==> config.mk <==
export PLATFORM = sky130hd
export DESIGN_NAME = fetch_unit
export DESIGN_NICKNAME = d
export VERILOG_FILES = /design/src/rtl/fetch_unit_pkg.sv /design/src/rtl/fetch_unit_next_pc_calc.sv /design/src/rtl/fetch_unit.sv
export SDC_FILE = /design/constraint.sdc
export NUM_CORES = 1
export LEC_CHECK = 0
export CAP_MARGIN = 25
export CORE_MARGIN = 4
export CORE_UTILIZATION = 49
export DETAILED_ROUTE_END_ITERATION = 12
export GPL_ROUTABILITY_DRIVEN = 0
export PLACE_DENSITY = 0.85
export SLEW_MARGIN = 20
export SYNTH_ARGS = -nofsm -noshare
export SYNTH_HDL_FRONTEND = slang
export SYNTH_HIERARCHICAL = 1
export SYNTH_SLANG_ARGS = --single-unit
export TNS_END_PERCENT = 30
==> constraint.sdc <==
create_clock -name clk -period 4.8 [get_ports clk]
set_input_delay 1.44 -clock clk [delete_from_list [all_inputs] [get_ports clk]]
set_output_delay 1.44 -clock clk [all_outputs]
set_load 0.02 [all_outputs]
==> src/rtl/fetch_unit_pkg.sv <==
// Shared types and constants for the instruction fetch front end.
package fetch_unit_pkg;

  localparam int unsigned XLEN = 32;
  localparam int unsigned OP_W = 6;

  // Instruction field positions
  localparam int unsigned OPCODE_MSB = 31;
  localparam int unsigned OPCODE_LSB = 26;
  localparam int unsigned FUNCT_MSB  = 5;
  localparam int unsigned FUNCT_LSB  = 0;
  localparam int unsigned IMM16_MSB  = 15;
  localparam int unsigned IMM16_LSB  = 0;
  localparam int unsigned ADDR26_MSB = 25;
  localparam int unsigned ADDR26_LSB = 0;

  // Opcodes shared with the main decoder
  localparam logic [OP_W-1:0] OP_RTYPE = 6'h00;
  localparam logic [OP_W-1:0] OP_J     = 6'h02;
  localparam logic [OP_W-1:0] OP_BEQ   = 6'h04;

  typedef enum logic [1:0] {
    ST_IDLE  = 2'd0,
    ST_FETCH = 2'd1,
    ST_HOLD  = 2'd2
  } fetch_state_e;

  // Branch displacement: sign-extended imm16 scaled to a byte offset
  function automatic logic [XLEN-1:0] branch_offset(input logic [15:0] imm);
    return {{14{imm[15]}}, imm, 2'b00};
  endfunction

endpackage

==> src/rtl/fetch_unit_next_pc_calc.sv <==
// Next-PC selection: jump beats branch beats sequential.
module next_pc_calc
  import fetch_unit_pkg::*;
(
  input  logic [XLEN-1:0] i_pc_plus4,
  input  logic [XLEN-1:0] i_instr,
  input  logic            i_pc_src,
  input  logic            i_jump,
  output logic [XLEN-1:0] o_next_pc_c
);

  logic [XLEN-1:0] w_branch_tgt;
  logic [XLEN-1:0] w_jump_tgt;
  logic [5:0]      w_unused_bits;

  assign w_branch_tgt  = i_pc_plus4 + branch_offset(i_instr[IMM16_MSB:IMM16_LSB]);
  assign w_jump_tgt    = {i_pc_plus4[31:28], i_instr[ADDR26_MSB:ADDR26_LSB], 2'b00};
  assign w_unused_bits = i_instr[OPCODE_MSB:OPCODE_LSB];

  // Priority select of the next PC
  always_comb begin
    o_next_pc_c = i_pc_plus4;
    if (i_jump) begin
      o_next_pc_c = w_jump_tgt;
    end else if (i_pc_src) begin
      o_next_pc_c = w_branch_tgt;
    end
  end

endmodule

==> src/rtl/fetch_unit.sv <==
// Instruction fetch front end: PC, imem handshake, instruction latch, next-PC commit.
module fetch_unit
  import fetch_unit_pkg::*;
#(
  parameter logic [31:0] RESET_PC       = 32'h0000_0000,
  parameter int unsigned TIMEOUT_CYCLES = 255,
  parameter int unsigned CNT_W          = 8
) (
  input  logic        clk,
  input  logic        rst_n,
  output logic        imem_req,
  output logic [31:0] imem_addr,
  input  logic        imem_ready,
  input  logic [31:0] imem_rdata,
  output logic        instr_valid,
  output logic [31:0] instr,
  output logic [5:0]  opcode,
  output logic [5:0]  funct,
  output logic [31:0] pc,
  output logic [31:0] pc_plus4,
  input  logic        pc_src,
  input  logic        jump,
  input  logic        retire,
  output logic        fetch_err
);

  localparam logic [XLEN-1:0] PC_INIT = RESET_PC & ~32'h3;

  fetch_state_e     r_state;
  fetch_state_e     w_state_next;
  logic [XLEN-1:0]  r_pc;
  logic [XLEN-1:0]  r_instr;
  logic [CNT_W-1:0] r_wait_cnt;
  logic [CNT_W-1:0] w_cnt_inc;
  logic             r_req;
  logic             r_valid;
  logic             r_fetch_err;
  logic [XLEN-1:0]  w_pc_plus4;
  logic [XLEN-1:0]  w_next_pc;

  assign w_pc_plus4 = r_pc + 32'd4;
  assign w_cnt_inc  = (r_wait_cnt == {CNT_W{1'b1}}) ? r_wait_cnt : r_wait_cnt + CNT_W'(1);

  next_pc_calc u_next_pc (
    .i_pc_plus4  (w_pc_plus4),
    .i_instr     (r_instr),
    .i_pc_src    (pc_src),
    .i_jump      (jump),
    .o_next_pc_c (w_next_pc)
  );

  // State register
  always_ff @(posedge clk or negedge rst_n) begin
    if (!rst_n) begin
      r_state <= ST_IDLE;
    end else begin
      r_state <= w_state_next;
    end
  end

  // Next-state logic
  always_comb begin
    w_state_next = r_state;
    case (r_state)
      ST_IDLE:  w_state_next = ST_FETCH;
      ST_FETCH: if (imem_ready) w_state_next = ST_HOLD;
      ST_HOLD:  if (retire) w_state_next = ST_FETCH;
      default:  w_state_next = ST_IDLE;
    endcase
  end

  // Handshake outputs registered from the upcoming state
  always_ff @(posedge clk or negedge rst_n) begin
    if (!rst_n) begin
      r_req   <= 1'b0;
      r_valid <= 1'b0;
    end else begin
      r_req   <= (w_state_next == ST_FETCH);
      r_valid <= (w_state_next == ST_HOLD);
    end
  end

  // PC, instruction latch, wait counter and sticky timeout flag
  always_ff @(posedge clk or negedge rst_n) begin
    if (!rst_n) begin
      r_pc        <= PC_INIT;
      r_instr     <= '0;
      r_wait_cnt  <= '0;
      r_fetch_err <= 1'b0;
    end else begin
      case (r_state)
        ST_FETCH: begin
          if (imem_ready) begin
            r_instr    <= imem_rdata;
            r_wait_cnt <= '0;
          end else begin
            r_wait_cnt <= w_cnt_inc;
            if ((TIMEOUT_CYCLES != 0) && (32'(w_cnt_inc) >= TIMEOUT_CYCLES)) begin
              r_fetch_err <= 1'b1;
            end
          end
        end
        ST_HOLD: begin
          if (retire) begin
            r_pc       <= w_next_pc;
            r_wait_cnt <= '0;
          end
        end
        default: ;
      endcase
    end
  end

  assign imem_req    = r_req;
  assign imem_addr   = r_pc;
  assign instr_valid = r_valid;
  assign instr       = r_instr;
  assign opcode      = r_instr[OPCODE_MSB:OPCODE_LSB];
  assign funct       = r_instr[FUNCT_MSB:FUNCT_LSB];
  assign pc          = r_pc;
  assign pc_plus4    = w_pc_plus4;
  assign fetch_err   = r_fetch_err;

endmodule
# Word-level counts from Yosys, hierarchy flattened
# Index checks and enable logic that the tools add are counted.
# classes
add_sub_neg	3
n_lt_le_gt_ge	1
eq_ne	6
muxes	9
n_bitwise	1
n_reduce_logical	6
# op_table
op	count
two-way mux 32 bit	2
adder 32 x 3 -> 32 bit, second input constant	1
adder 32 bit	1
two-way mux 8 bit	3
one-hot mux 8 bit (2 select lines)	1
adder 8 x 1 -> 8 bit, second input constant	1
== test 8 bit, second input constant	1
greater-or-equal comparator 8 bit, second input constant	1
one-hot mux 2 bit (3 select lines)	1
AND reduction 2 bit	3
== test 2 x 1 -> 1 bit, second input constant	2
== test 2 bit, second input constant	2
two-way mux 2 bit	2
AND reduction 3 bit	1
zero test 2 bit	1
!= test 2 bit, second input constant	1
nonzero test 2 bit	1
NOT 1 bit	1
# word_totals
regBits	77
inputBits	38
output_inout_bits	143
elab_cells	33

# Depth between registers and ports, before layout
# depth
depth_word	4
mapped_depth	15
mapped_depth_nobuf	14

# By module
# The synthesis kept the hierarchy.
# modules_own_cells
mod	n_inst	cells_each	area_per_inst_um2	seq_area_each_um2
fetch_unit	1	342	3996.3	1926.8
next_pc_calc	1	337	2304.7	0.0

# Worst setup path after synthesis
# OpenSTA, ideal clock, no wires.
# synth_path
path_type	flip-flop to flip-flop
start	reg r_pc[15], in the netlist imem_addr[15]
end	reg r_pc[31], in the netlist imem_addr[31]
setup_time_ns	0.125
t_arrival_ns	4.093
t_required_ns	4.675
setup_slack_ns	0.582
stages_incl_launch_ff	15
n_path_buf	1
synth_period_minus_slack_ns	4.218
path_cell_list	dfrtp_1 nand4_1 nor4_1 nand3_1 xnor2_1 ha_1 clkbuf_1 a31o_2 a211oi_1 o21ai_1 a21oi_1 nor3b_1 a2111oi_4 xnor2_1 mux2_2
# synth_between
elab_chain_cells	4
# synth_lines
item	line_no	rtl
from (decl)	fetch_unit.sv:31	logic [XLEN-1:0] r_pc;
from (signal assigned)	fetch_unit.sv:105	r_pc <= w_next_pc;
adder 32 x 3 -> 32 bit	fetch_unit.sv:41	assign w_pc_plus4 = r_pc + 32'd4;
named net pc_plus4[26]	fetch_unit.sv:20	output logic [31:0] pc_plus4,
adder 32 bit	fetch_unit_next_pc_calc.sv:16	assign w_branch_tgt = i_pc_plus4 + branch_offset(i_instr[IMM16_MSB:IMM16_LSB]);
two-way mux 32 bit	fetch_unit_next_pc_calc.sv:25	end else if (i_pc_src) begin
two-way mux 32 bit	fetch_unit_next_pc_calc.sv:23	if (i_jump) begin
named net w_next_pc[31]	fetch_unit.sv:39	logic [XLEN-1:0] w_next_pc;
# The timed path passes the listed nets, and every way through them passes these cells.
# A chain may end at the register's enable or synchronous reset.

# Final worst setup path
# layout_path
start	reg r_pc[9], in the netlist imem_addr[9]
end	out pc_plus4[23]
# layout_between
elab_chain_cells	1
# layout_lines
item	line_no
adder 32 x 3 -> 32 bit	fetch_unit.sv:41
to (decl)	fetch_unit.sv:20
# No other way between the ends.

==> impl_results.md <==
* Status: finished, final reports clean
* Net Count, Synth at 749
* Remaining antenna violation count at 0
* Met1 Usage GRT at 35.86%
* Peak VDD IR at 0.0004358 V
* Synth Warn # at 6
* P_sw at 3640 uW
* All-layer global routing usage at 26.58%
* EDFF count, synth at 0
* Nets at 877
* ANT cells at 0
* Placed Instance Area at 7940 um^2
* Vias in the first global route at 5658
* DRT iter0 DRCs at 596
* Cts hold-fix bufs at 0
* CTS tree: built
* Grt ovf at 0
* Minimum clock period at between 4 and 5 ns
* Hold WC Path Type: flop to flop
* Post-DR wirelength/cell at 20.04 um
* Drt drc at 0
* Global route hottest layer: met2
* Max Fanout on Critical Path at 9
* Largest net degree at the start of global routing at 78
* Tot Pwr at 7263 uW
* Vias per cell at between 6 and 7
* Via count at 5984
* WS Path Type: flop to output pin
* Clock slew at reported path FFs at 0.06 ns
* Cts bufs inserted at 9
* Max-slew headroom at around two fifths
* # fillers at 1005
* Pins over their slew limit at 0
* Setup TNS at 0 ns
* H-tree depth at 3
* Core area at ~13000 um^2
* Clock skew at 0.006492 ns
* CTS Buffer Depth at 2
* Worst path required time at 3.36 ns
* Area Growth Syn to Fin at 30.98%
* Post-Syn Area at 6301 um^2
* Mapped Cells at around 680
* Post-CTS Resized at 0
* Place WS at between 0.7 and 0.8 ns
* CP Launch Type: flop
* Die ar. at 14740 um^2
* Final Hold Vio Count at 0
* Setup WS post-layout at 0.3547 ns
* Layout cells sized above 1 at 13.92%
* Sequential power share at 19.5%
* CP Data Arrival Time at 3.01 ns
* Clock share of power at slightly below 9%
* First-pass GRT wire length at 30830 um
* Num ports at 181
* DP HPWL at between 15000 and 20000 um
* Switching share of power at 50.12%
* # setup viols final at 0
* Flops & latches, synth at 77
* Drt first pass iters at 6
* Worst Setup End Kind: output pin
* FFs w/ async S/R, synth at 100.0%
* Initial antenna violation count at 0
* Chip Height at around 120 um
* GR met3 Demand/Resource at 5.781%
* Final instance area at 8253 um^2
* RSZ-0062 raised after global routing: false
* Initial Utilization at between 40% and 50%
* Root buffer cell: clkbuf_16
* Port buffer count at 180
* Cell-internal power at 3623 uW
* Clk_lat worst skew at 0.34 ns
* Leak at 0.003357 uW
* Tightest Pin Transition at 0.8879 ns
* Fmax at 225.0 MHz
* Register area at ~1900 um^2
* Main flop type after synthesis: dfrtp_1
* Post-CTS setup buffers at 0
* Register area share after synthesis at between 30% and 40%
* Fin crit share at 92.61%
* Combinational group share of total power at 71.6%
* Max Cap Violations at 0
* Met2 usage at between 40% and 50%
* P per Cell Area at 880.1 nW/um^2
* Avg Cell Area, Syn at 9.280 um^2
* Row count at 41
* Die X-Extent at between 100 and 150 um
* Unique masters post-synth at 74
* Clk sinks at 77
* Multi-input gate area at 3864 um^2
* Drt total wl at 19720 um
==> metal layers <==
| metal | up-vias | part of all wire, % |
|---|---|---|
| li1 | 2725 | - |
| met2 | 300 | 49 |
| met4 | 0 | 1.9 |
| met5 | - | 0 |
| met3 | 43 | 8.8 |
| met1 | 2916 | 41 |
==> synthesized netlist by cell type (11+ instances only) <==
cell / n / share of area [%]
a21o_1: 14 / 1.7
a21oi_1: 43 / 3.4
a22oi_1: 11 / 1.3
buf_4: 46 / 5.5
clkbuf_1: 27 / 1.6
dfrtp_1: 77 / 31
ha_1: 31 / 6.2
inv_1: 15 / 0.89
mux2_2: 65 / 12
nand2_1: 49 / 2.9
nand3_1: 24 / 1.9
nand4_1: 15 / 1.5
nor2_1: 27 / 1.6
o21ai_0: 36 / 2.9
xnor2_1: 35 / 4.9
xor2_1: 13 / 1.8
==> cell type report <==
type	count	share of cell area [%]
clock buffers	10	2.896
repair buffers	191	23.04
well taps	172	2.608
clock inverters	6	0.5609
inverters	16	0.7277
multi-input cells	512	46.82
flip-flops and latches	77	23.35
==> layout by cell type, fill, tap and decap left out, types with 3 or more instances in the layout <==
cell,Yosys,layout
a211oi_1,9,9
a21o_1,14,14
a21oi_1,43,43
a22oi_1,11,11
a31oi_1,7,7
a41oi_1,3,3
and3_1,5,5
and4_1,4,4
buf_4,46,11
clkbuf_16,0,9
clkdlybuf4s50_1,0,179
dfrtp_1,77,77
ha_1,31,31
inv_1,15,15
mux2_2,65,65
mux2i_1,9,9
nand2_1,49,49
nand2b_1,5,5
nand3_1,24,24
nand3b_1,3,3
nand4_1,15,15
nor2_1,27,27
nor2b_1,9,9
nor3_1,10,10
nor3b_1,3,3
o211ai_1,4,4
o21a_1,6,6
o21ai_0,36,36
o21ai_1,10,10
o21bai_1,3,3
o31ai_1,7,7
o41ai_1,3,3
or4b_1,3,3
xnor2_1,35,35
xor2_1,13,13
==> stage by stage <==
stage / cells / hold slack, ns / utilization (%)
3_3_place_gp: 967 / 0.5127 / 62.92
5_1_grt: 984 / 0.5594 / 65.40
6_report: 984 / 0.5392 / 65.40
2_1_floorplan: 679 / 0.5007 / -
3_5_place_dp: 967 / 0.5244 / 62.92
4_1_cts: 983 / 0.5420 / 65.18
==> flip-flops by register name (all words and copies together) (netlist names) <==
name,count
instr_valid,1
fetch_err,1
imem_req,1
imem_addr,32
instr,32
r_wait_cnt,8
r_state,2
==> worst max-delay path: stages (launching register included) <==
cell and delay [ns]:
dfrtp_1 0.51, nand4_4 0.18, nor4_4 0.30, buf_4 0.21, or4b_1 0.46, xnor2_1 0.31
clkdlybuf4s50_1 0.68
==> power by group through the flow <==
stage / Combinational [uW] / Sequential [uW] / Clock, uW
floorplan: 3180 / 1580 / 0
global placement: 4980 / 1380 / 0
detailed placement: 5090 / 1400 / 0
CTS: 5130 / 1400 / 660
global route: 5540 / 1450 / 691
finish: 5200 / 1410 / 649
==> path summary, 6_finish.rpt <==
path / slack [ns] / cells past startpoint / end / startpoint
max: 0.35 / 6 / pc_plus4[23] / imem_addr[9]
min reg2reg: 0.54 / 1 / instr[27] / instr[27]
max reg2reg: 0.69 / 15 / imem_addr[31] / imem_addr[2]
min in group asynchronous: 1.00 / 1 / imem_addr[25] / rst_n
max in group asynchronous: 3.22 / 2 / instr[0] / rst_n
min: 0.54 / 1 / instr[27] / instr[27]
==> cells by family (layout without fill, tap and decap cells) <==
logic type | after synthesis | after routing | share of synthesized area [%]
buffers and inverters | 90 | 223 | 8.102
AOI/OAI and AO/OA | 180 | 180 | 19.54
DFF | 77 | 77 | 30.58
and+or+nand+nor | 178 | 178 | 15.59
muxes | 74 | 74 | 13.05
adders and majority gates | 32 | 32 | 6.473
xor gates and xnor gates | 48 | 48 | 6.672
No activity file was read; power rests on OpenSTA's default activity.
